--- src/rtl/load_store_unit.sv ---
// Load/store sequencer between the memory stage and the big-endian byte-addressed data memory.
// Checks each request, drives the memory controls and splits SWL/SWR into single-byte writes.
module load_store_unit #(
    parameter int ADDR_W = 14
) (
    input  logic              clk,
    input  logic              rst,
    input  logic              req_valid,
    output logic              req_ready,
    input  logic              req_write,
    input  logic [2:0]        req_type,
    input  logic              req_unsigned,
    input  logic [31:0]       req_addr,
    input  logic [31:0]       req_wdata,
    input  logic [31:0]       req_rt,
    output logic              resp_valid,
    output logic [31:0]       resp_rdata,
    output logic              resp_fault,
    output logic [ADDR_W-1:0] mem_addr,
    output logic [31:0]       mem_wdata,
    output logic              mem_read,
    output logic              mem_write,
    output logic [2:0]        mem_type,
    output logic              mem_unsigned,
    output logic [31:0]       mem_rt,
    input  logic [31:0]       mem_rdata
);

    localparam logic [2:0] DATA_TYPE_BYTE  = 3'd0;
    localparam logic [2:0] DATA_TYPE_HALF  = 3'd1;
    localparam logic [2:0] DATA_TYPE_WORD  = 3'd2;
    localparam logic [2:0] DATA_TYPE_WORDL = 3'd3;
    localparam logic [2:0] DATA_TYPE_WORDR = 3'd4;

    localparam logic [2:0] IDLE = 3'd0;
    localparam logic [2:0] RD   = 3'd1;
    localparam logic [2:0] CAP  = 3'd2;
    localparam logic [2:0] WR   = 3'd3;
    localparam logic [2:0] SEQ  = 3'd4;
    localparam logic [2:0] RESP = 3'd5;

    // Source byte lane (counted from the LSB) for partial-store write number i.
    function automatic logic [7:0] seq_byte(input logic swl, input logic [1:0] a,
                                            input logic [1:0] i, input logic [31:0] wd);
        logic [1:0] lane;
        logic [7:0] b;
        lane = swl ? (2'd3 - i) : (a - i);
        case (lane)
            2'd0:    b = wd[7:0];
            2'd1:    b = wd[15:8];
            2'd2:    b = wd[23:16];
            2'd3:    b = wd[31:24];
            default: b = 8'h00;
        endcase
        return b;
    endfunction

    // Byte offset within the aligned word for partial-store write number i.
    function automatic logic [1:0] seq_lo(input logic swl, input logic [1:0] a, input logic [1:0] i);
        return swl ? (a + i) : i;
    endfunction

    logic [2:0]        state_r;
    logic              resp_valid_r;
    logic              resp_fault_r;
    logic [31:0]       resp_rdata_r;
    logic [ADDR_W-1:0] mem_addr_r;
    logic [31:0]       mem_wdata_r;
    logic              mem_read_r;
    logic              mem_write_r;
    logic [2:0]        mem_type_r;
    logic              mem_unsigned_r;
    logic [31:0]       mem_rt_r;

    logic [ADDR_W-3:0] base_r;
    logic [1:0]        off_r;
    logic              swl_r;
    logic [31:0]       wdata_r;
    logic [1:0]        cnt_r;
    logic [1:0]        last_r;

    logic              type_ok_s;
    logic              fault_s;
    logic              req_swl_s;
    logic              req_seq_s;
    logic [1:0]        nxt_cnt_s;

    // Request classification evaluated at the accept edge.
    always_comb begin
        type_ok_s = (req_type == DATA_TYPE_BYTE)  || (req_type == DATA_TYPE_HALF) ||
                    (req_type == DATA_TYPE_WORD)  || (req_type == DATA_TYPE_WORDL) ||
                    (req_type == DATA_TYPE_WORDR);
        fault_s   = !type_ok_s ||
                    (req_addr[31:ADDR_W] != {(32-ADDR_W){1'b0}}) ||
                    ((req_type == DATA_TYPE_WORD) && (req_addr[1:0] != 2'b00)) ||
                    ((req_type == DATA_TYPE_HALF) && req_addr[0]);
        req_swl_s = (req_type == DATA_TYPE_WORDL);
        req_seq_s = req_write && ((req_type == DATA_TYPE_WORDL) || (req_type == DATA_TYPE_WORDR));
        nxt_cnt_s = cnt_r + 2'd1;
    end

    // Sequencer state and all registered outputs.
    always_ff @(posedge clk) begin
        if (rst) begin
            state_r        <= IDLE;
            resp_valid_r   <= 1'b0;
            resp_fault_r   <= 1'b0;
            resp_rdata_r   <= 32'd0;
            mem_addr_r     <= {ADDR_W{1'b0}};
            mem_wdata_r    <= 32'd0;
            mem_read_r     <= 1'b0;
            mem_write_r    <= 1'b0;
            mem_type_r     <= 3'd0;
            mem_unsigned_r <= 1'b0;
            mem_rt_r       <= 32'd0;
            base_r         <= {(ADDR_W-2){1'b0}};
            off_r          <= 2'd0;
            swl_r          <= 1'b0;
            wdata_r        <= 32'd0;
            cnt_r          <= 2'd0;
            last_r         <= 2'd0;
        end else begin
            case (state_r)
                IDLE: begin
                    resp_valid_r <= 1'b0;
                    resp_fault_r <= 1'b0;
                    resp_rdata_r <= 32'd0;
                    mem_read_r   <= 1'b0;
                    mem_write_r  <= 1'b0;
                    if (req_valid) begin
                        if (fault_s) begin
                            resp_valid_r <= 1'b1;
                            resp_fault_r <= 1'b1;
                            state_r      <= RESP;
                        end else if (!req_write) begin
                            mem_read_r     <= 1'b1;
                            mem_addr_r     <= req_addr[ADDR_W-1:0];
                            mem_type_r     <= req_type;
                            mem_unsigned_r <= req_unsigned;
                            mem_rt_r       <= req_rt;
                            state_r        <= RD;
                        end else if (req_seq_s) begin
                            // First byte goes out now; the rest are replayed from latched fields.
                            mem_write_r <= 1'b1;
                            mem_type_r  <= DATA_TYPE_BYTE;
                            mem_addr_r  <= {req_addr[ADDR_W-1:2], seq_lo(req_swl_s, req_addr[1:0], 2'd0)};
                            mem_wdata_r <= {24'h000000, seq_byte(req_swl_s, req_addr[1:0], 2'd0, req_wdata)};
                            base_r      <= req_addr[ADDR_W-1:2];
                            off_r       <= req_addr[1:0];
                            swl_r       <= req_swl_s;
                            wdata_r     <= req_wdata;
                            cnt_r       <= 2'd0;
                            last_r      <= req_swl_s ? (2'd3 - req_addr[1:0]) : req_addr[1:0];
                            state_r     <= SEQ;
                        end else begin
                            mem_write_r <= 1'b1;
                            mem_addr_r  <= req_addr[ADDR_W-1:0];
                            mem_wdata_r <= req_wdata;
                            mem_type_r  <= req_type;
                            state_r     <= WR;
                        end
                    end else begin
                        state_r <= IDLE;
                    end
                end
                RD: begin
                    mem_read_r <= 1'b0;
                    state_r    <= CAP;
                end
                CAP: begin
                    resp_rdata_r <= mem_rdata;
                    resp_valid_r <= 1'b1;
                    state_r      <= RESP;
                end
                WR: begin
                    mem_write_r  <= 1'b0;
                    resp_valid_r <= 1'b1;
                    state_r      <= RESP;
                end
                SEQ: begin
                    if (cnt_r == last_r) begin
                        mem_write_r  <= 1'b0;
                        resp_valid_r <= 1'b1;
                        state_r      <= RESP;
                    end else begin
                        cnt_r       <= nxt_cnt_s;
                        mem_addr_r  <= {base_r, seq_lo(swl_r, off_r, nxt_cnt_s)};
                        mem_wdata_r <= {24'h000000, seq_byte(swl_r, off_r, nxt_cnt_s, wdata_r)};
                    end
                end
                RESP: begin
                    resp_valid_r <= 1'b0;
                    resp_fault_r <= 1'b0;
                    resp_rdata_r <= 32'd0;
                    state_r      <= IDLE;
                end
                default: begin
                    mem_read_r   <= 1'b0;
                    mem_write_r  <= 1'b0;
                    resp_valid_r <= 1'b0;
                    resp_fault_r <= 1'b0;
                    state_r      <= IDLE;
                end
            endcase
        end
    end

    assign req_ready    = (state_r == IDLE);
    assign resp_valid   = resp_valid_r;
    assign resp_fault   = resp_fault_r;
    assign resp_rdata   = resp_rdata_r;
    assign mem_addr     = mem_addr_r;
    assign mem_wdata    = mem_wdata_r;
    assign mem_read     = mem_read_r;
    assign mem_write    = mem_write_r;
    assign mem_type     = mem_type_r;
    assign mem_unsigned = mem_unsigned_r;
    assign mem_rt       = mem_rt_r;

endmodule
--- config.mk ---
export PLATFORM = sky130hd
export DESIGN_NAME = load_store_unit
export DESIGN_NICKNAME = d
export VERILOG_FILES = /design/src/rtl/load_store_unit.sv
export SDC_FILE = /design/constraint.sdc
export NUM_CORES = 1
export LEC_CHECK = 0
export CORE_MARGIN = 4
export CORE_UTILIZATION = 40
export CTS_CLUSTER_DIAMETER = 80
export DETAILED_ROUTE_END_ITERATION = 10
export GPL_TIMING_DRIVEN = 0
export PLACE_DENSITY_LB_ADDON = 0.1
export SETUP_SLACK_MARGIN = 0.5
export SLEW_MARGIN = 15
export SYNTH_ARGS = -nofsm -noshare
export SYNTH_HDL_FRONTEND = slang
export SYNTH_SLANG_ARGS = --single-unit
--- constraint.sdc ---
create_clock -name clk -period 2.6 [get_ports clk]
set_input_delay 0.52 -clock clk [delete_from_list [all_inputs] [get_ports clk]]
set_output_delay 0.52 -clock clk [all_outputs]
set_load 0.1 [all_outputs]
==> results of run 1 <==
-- cells by family (layout without fill, tap and decap cells) --
group                      count (synthesis)  after routing  synth area share [%]
and+or+nand+nor                          279            279                  17.3
AOI/OAI and AO/OA                        236            236                  22.1
DFF                                      172            172                  49.2
buffers and inverters                     69            402                  4.79
muxes                                     31             31                  4.48
xor gates and xnor gates                   9              9                  1.13
adders and majority gates                  6              6                  1.07
-- what timing repair did --
| item | CTS | global route |
|---|---|---|
| cloned | 3 | 5 |
| endpoints found under the hold margin | 0 | 0 |
| pin swaps | 29 | 65 |
| setup endpoints to repair | 286 | 151 |
| gates resized for setup | 454 | 203 |
| hold buffers | 0 | 0 |
| setup buffers | 27 | 12 |
-- cell type report --
class                           instances  area share (%)
Buffer                                 61            4.25
Multi-Input combinational cell        561            33.7
Timing Repair Buffer                  301            26.3
Clock inverter                         11           0.886
Inverter                                8           0.289
Sequential cell                       172            28.4
Clock buffer                           21            3.87
Tap cell                              225            2.32
-- report_power, final --
part | total, mW | internal [mW] | leakage [nW] | switching [mW]
Combinational | 2.86 | 0.924 | 2.58 | 1.94
Sequential | 2.88 | 2.79 | 1.39 | 0.0938
Clock | 2.54 | 1.41 | 0.281 | 1.13
-- layer usage --
metal  part of all wire, %  vias to the layer above
met3                   7.9                       40
met2                    50                      267
met1                    40                     3436
met4                   2.1                        2
met5                 0.028                        -
li1                      -                     3460
-- worst max-delay path, stage by stage, from the launching register on --
cell,delay [ps]
sky130_fd_sc_hd__dfxtp_2,320
sky130_fd_sc_hd__buf_6,120
sky130_fd_sc_hd__or3_4,400
sky130_fd_sc_hd__clkinv_4,70
sky130_fd_sc_hd__and2_4,130
sky130_fd_sc_hd__buf_6,120
sky130_fd_sc_hd__and4_1,190
sky130_fd_sc_hd__buf_6,140
sky130_fd_sc_hd__nand2_8,70
sky130_fd_sc_hd__buf_8,170
sky130_fd_sc_hd__clkbuf_16,160
sky130_fd_sc_hd__nand2_4,60
sky130_fd_sc_hd__a21oi_2,50
-- metrics by stage --
stage	worst slack [ps]	hold slack (ps)
5_1_grt	381	408
4_1_cts	455	453
2_1_floorplan	200	432
3_5_place_dp	-609	444
6_report	458	406
3_3_place_gp	-601	437
-- registers in the layout (all words and copies together), names as in the netlist, 3 cells and up --
register    flops
base_r         12
mem_addr       14
mem_rt         32
mem_type        3
mem_wdata      32
resp_rdata     32
state_r         3
wdata_r        32
-- cell usage after synthesis (all sizes together), types with 8 or more instances --
| cell | instances | area [um2] |
|---|---|---|
| mux2i | 31 | 314 |
| a22oi | 32 | 240 |
| nor2 | 54 | 213 |
| a31oi | 14 | 87.6 |
| o21bai | 8 | 60.1 |
| o221ai | 8 | 70.1 |
| inv | 8 | 30.0 |
| a211oi | 13 | 97.6 |
| nand2 | 185 | 697 |
| a22o | 24 | 210 |
| buf | 28 | 181 |
| a21oi | 107 | 558 |
| clkbuf | 33 | 124 |
| dfxtp | 172 | 3440 |
| nand2b | 8 | 50.1 |
| o211ai | 18 | 135 |
-- worst paths after layout --
check	to	depth (start not counted)	slack [ps]
max reg2reg	wdata_r[24]	12	460
min	mem_type[2]	3	410
min reg2reg	mem_rt[2]	2	450
max	wdata_r[24]	12	460
==> results.py, run 1 <==
metrics = {
    "synthesis": {
        "synth.lib_cells_used.distinct": 53,
        "synthArstFlopShare_pct": 0,
        "post_synth_instance_area_um2": 7010,
        "ys_dominant_reg_cell": "sky130_fd_sc_hd__dfxtp_1",
        "synth_seq_area_share_pct": 49.2,
        "postSynthAreaPerCell_um2": 8.73,
        "synth_warnings": 0,
        "mappedNetlistNets": 944,
        "seq_cells_post_synth": 172,
        "synth-edff-count": 0,
        "instance_count_of_the_mapped_netlist": 802,
    },
    "power_and_ir_drop": {
        "peak_ir_drop_on_the_vdd_network_uv": 493,
        "fin_total_pwr_mw": 8.28,
        "leakagePower_nw": 4.25,
        "cellPowerDensity_nw_per_um2": 682,
    },
    "grt": {
        "wire_length_of_the_first_global_routing_pass_mm": 36.7,
        "grt_max_degree": 17,
        "global_route.overflow_total": 0,
        "grt-busiest-layer": "met2",
        "grt_use_met1_pct": 27.6,
        "grt_pass1_vias": 7006,
        "grt_use_total_pct": 23.2,
        "grt_antenna_before_repair": 1,
        "globalRouteMet2Util_pct": 39.2,
        "grt_use_met3_pct": 8.77,
    },
    "sta": {
        "setup-tns-final_ps": 0,
        "slew_headroom_pct": 48.1,
        "drv_slew": 0,
        "period_share_pct": 82.4,
        "worst_slew_pin_slew_ps": 779,
        "final-hold-violation-count": 0,
        "skew_ps": 10.5,
        "setup_viol": 0,
        "final.min_clock_period_ps": 2140,
        "fmax_ghz": 0.467,
        "rsz0062_at_grt": "yes",
    },
    "route": {
        "finalWirelength_mm": 25.0,
        "drtPass1Iterations": 5,
        "drt.antenna.violating_nets": 0,
        "drt_iter0_markers": 351,
        "vias_per_cell": 5.30,
        "detailroute.via_count": 7205,
        "wl_per_cell_um": 18.4,
        "remaining_drcs": 0,
    },
    "placement": {
        "detailed_place.area_um2": 9990,
        "port_buffers": 254,
        "placer_s_final_routability_congestion_estimate": 0.839,
        "place_hpwl_mm": 16.9,
        "placed_cells_incl_taps": 1281,
    },
    "cells_and_area": {
        "drive_above_1_share_pct": 35.3,
        "seq_area_um2": 3450,
        "areaGrowthSynthToFinish_pct": 73.3,
        "final_common_cell": "sky130_fd_sc_hd__dfxtp_1",
        "n_antenna_cell": 0,
        "fillers": 1347,
        "post-route-util_pct": 70.4,
        "most-common-layout-cells": "sky130_fd_sc_hd__dfxtp_1 (170), sky130_fd_sc_hd__nand2_1 (139), sky130_fd_sc_hd__clkdlybuf4s15_2 (118), sky130_fd_sc_hd__clkdlybuf4s50_1 (113), sky130_fd_sc_hd__a21oi_2 (53)",
        "stdcell_count": 1360,
        "final_cell_area_um2": 12100,
        "finish.net_count": 1264,
        "multi_input_area_um2": 4090,
    },
    "floorplanning": {
        "fp.coreArea_um2": 17200,
        "dieHeight_um": 140,
        "die_x_extent_um": 140,
        "start_util_pct": 40.6,
        "fp-row-count": 48,
        "boundaryPins": 255,
        "die_area_um2": 19700,
    },
    "min_path": {
        "hold_path_startpoint": "req_type[2]",
        "hold_path.class": "in -> reg",
    },
    "clock_network": {
        "cts-htree-levels": 4,
        "clk_path_buf_depth": 2,
        "cts_inserted_buffers": 17,
        "register_clock_pin_slew_on_the_reported_worst_setup_and_hold_paths_ps": 70,
        "cts_tree": "built",
        "clk_latency_ps": 430,
        "clock-root-buffer": "sky130_fd_sc_hd__clkbuf_16",
        "cts.sink_count": 172,
    },
    "setup_path": {
        "timing.setup.critical_path_class": "reg -> reg",
        "cp_data_required_time_ps": 2880,
        "reg2reg_from": "state_r[2]",
        "critical_path.startpoint": "state_r[2]",
        "timing.critical_path.arrival_ps": 2420,
        "critical_path_peak_fanout": 8,
        "timing.critical_path.to_type": "flip-flop",
        "critical_path.startpoint_type": "flip-flop",
    },
    "flow_run": {
        "cap_violations": 0,
    },
    "outcome": {
        "run_status": "finished clean",
    },
}
Power figures use the tool's default switching activity.
==> run 2: changes to the inputs <==
clock period = 1.9 ns   (was 2.6 ns; I/O delays follow)
==> results.py, run 2 (synthesized netlist as in run 1, its figures left out) <==
metrics = {
    "power_and_ir_drop": {
        "sequentialPowerShare_pct": 31.1,
        "swShare_pct": 35.3,
        "power.combinational.fraction_pct": 39.8,
        "leakagePower_nw": 5.19,
        "fin_total_pwr_mw": 13.2,
        "clkPwrFrac_pct": 29.0,
        "power.internal_mw": 8.57,
        "peak_ir_drop_on_the_vdd_network_uv": 682,
        "cellPowerDensity_nw_per_um2": 950,
        "power_switching_mw": 4.67,
    },
    "setup_path": {
        "critical_path.startpoint_type": "flip-flop",
        "cp_data_required_time_ps": 2200,
        "timing.setup.critical_path_class": "reg -> reg",
        "timing.critical_path.to_type": "flip-flop",
        "timing.critical_path.arrival_ps": 2390,
        "critical_path_peak_fanout": 7,
        "ff2ff_setup_slack_ps": -190,
    },
    "clock_network": {
        "cts-htree-levels": 4,
        "cts.sink_count": 172,
        "cts_inserted_buffers": 17,
        "cts_tree": "built",
        "register_clock_pin_slew_on_the_reported_worst_setup_and_hold_paths_ps": 60,
        "clk_latency_ps": 430,
        "clock-root-buffer": "sky130_fd_sc_hd__clkbuf_16",
        "clk_path_buf_depth": 2,
    },
    "grt": {
        "grt_max_degree": 17,
        "grt_antenna_before_repair": 3,
        "grt_pass1_vias": 7333,
        "grt_use_total_pct": 24.3,
        "wire_length_of_the_first_global_routing_pass_mm": 38.7,
        "global_route.overflow_total": 0,
    },
    "route": {
        "drt_iter0_markers": 476,
        "wl_per_cell_um": 19.2,
        "finalWirelength_mm": 26.6,
        "detailroute.via_count": 7456,
        "drtPass1Iterations": 5,
        "vias_per_cell": 5.37,
        "drt.antenna.violating_nets": 0,
        "remaining_drcs": 0,
    },
    "min_path": {
        "hold_path.class": "in -> reg",
    },
    "sta": {
        "worst_slew_pin_slew_ps": 925,
        "setup_slack_after_layout_ps": -193,
        "fmax_ghz": 0.478,
        "period_share_pct": 110,
        "setup_viol": 135,
        "drv_slew": 0,
        "final-hold-violation-count": 0,
        "skew_ps": 10.3,
        "setup-tns-final_ps": -14820,
        "final.min_clock_period_ps": 2090,
        "slew_headroom_pct": 38.3,
        "rsz0062_at_grt": "yes",
    },
    "cells_and_area": {
        "stdcell_count": 1389,
        "final_common_cell": "sky130_fd_sc_hd__nand2_1",
        "finish.net_count": 1291,
        "drive_above_1_share_pct": 48.2,
        "areaGrowthSynthToFinish_pct": 98.9,
        "most-common-layout-cells": "sky130_fd_sc_hd__nand2_1 (140), sky130_fd_sc_hd__buf_12 (126), sky130_fd_sc_hd__clkdlybuf4s50_1 (112), sky130_fd_sc_hd__dfxtp_2 (104), sky130_fd_sc_hd__dfxtp_1 (63)",
        "final_cell_area_um2": 13900,
    },
    "floorplanning": {
        "boundaryPins": 255,
        "fp.coreArea_um2": 17200,
        "fp-row-count": 48,
        "dieHeight_um": 140,
        "die_area_um2": 19700,
        "die_x_extent_um": 140,
        "start_util_pct": 40.6,
    },
    "placement": {
        "placed_cells_incl_taps": 1281,
        "port_buffers": 254,
        "placer_s_final_routability_congestion_estimate": 0.843,
        "place_hpwl_mm": 16.5,
        "dp_worst_setup_slack_ps": -1220,
        "detailed_place.area_um2": 10000,
    },
    "outcome": {
        "run_status": "finished, violations left",
        "violations": "negative setup slack",
    },
    "flow_run": {
        "cap_violations": 0,
    },
}
==> run 2: cell count changes in the layout (fill, tap and decap cells not counted), sizes merged, moves of 2 or more <==
cell	before	now
buf	73	228
clkdlybuf4s15	123	9
clkbuf	64	55
bufinv	1	4
clkinv	5	2
diode	0	2
inv	11	9
==> run 2: critical path: stages (launching register included) <==
cell and delay [ps]:
sky130_fd_sc_hd__dfxtp_2 310, sky130_fd_sc_hd__buf_6 110, sky130_fd_sc_hd__or3_4 380, sky130_fd_sc_hd__inv_12 60, sky130_fd_sc_hd__and2_4 130, sky130_fd_sc_hd__buf_8 120, sky130_fd_sc_hd__and4_1 190, sky130_fd_sc_hd__buf_6 140
sky130_fd_sc_hd__nand2_8 70, sky130_fd_sc_hd__buf_8 160, sky130_fd_sc_hd__clkbuf_16 150, sky130_fd_sc_hd__nand2_1 70, sky130_fd_sc_hd__a21oi_1 70
==> run 2: final timing paths <==
| path | depth (start not counted) | startpoint | to |
|---|---|---|---|
| max | 12 | state_r[2] | wdata_r[18] |
| min | 3 | req_type[2] | mem_type[2] |
| max reg2reg | 12 | state_r[2] | wdata_r[18] |
| min reg2reg | 2 | base_r[7] | base_r[7] |
==> run 2: metrics by stage <==
stage          hold WS [ps]  utilization [%]
2_1_floorplan           432                -
3_3_place_gp            438             58.2
3_5_place_dp            445             58.2
4_1_cts                 405             73.3
5_1_grt                 253             80.8
6_report                253             80.8
==> run 2: routing by layer <==
layer  part of all wire [%]  vias up  routed length [um]  global-route usage (%)
li1                       -     3521                   -                       -
met1                     38     3571               10000                    27.8
met2                     52      310               13700                    42.4
met3                    8.4       52                2250                    8.95
met4                    2.4        2                 626                    7.39
met5                  0.026        -                   7                       0
==> run 2: timing repair <==
action	in CTS	in global routing
pin swaps	85	44
setup endpoints to repair	291	260
buffers inserted	47	12
hold buffers	0	0
resized for setup	1215	319
cloned	9	6
==> run 2: power by group through the flow <==
stage                     clock network (mW)  registers [mW]  logic, mW
final                                   3.84            4.12       5.27
after global routing                    4.04            4.15       5.47
after CTS                               3.89            4.06       4.73
after detailed placement                   0            4.03       3.64
after global placement                     0            4.02       3.64
after floorplan                            0            5.37       1.24
==> run 2: area by class of cell <==
cell class | instances | area (um2)
timing repair buffer | 328 | 4640
multi-input combinational | 561 | 4090
sequential | 172 | 3590
fill | 952 | 3300
buffer | 61 | 619
clock buffer | 24 | 502
tap | 225 | 282
clock inverter | 8 | 154
inverter | 8 | 47.5
antenna | 2 | 5.00
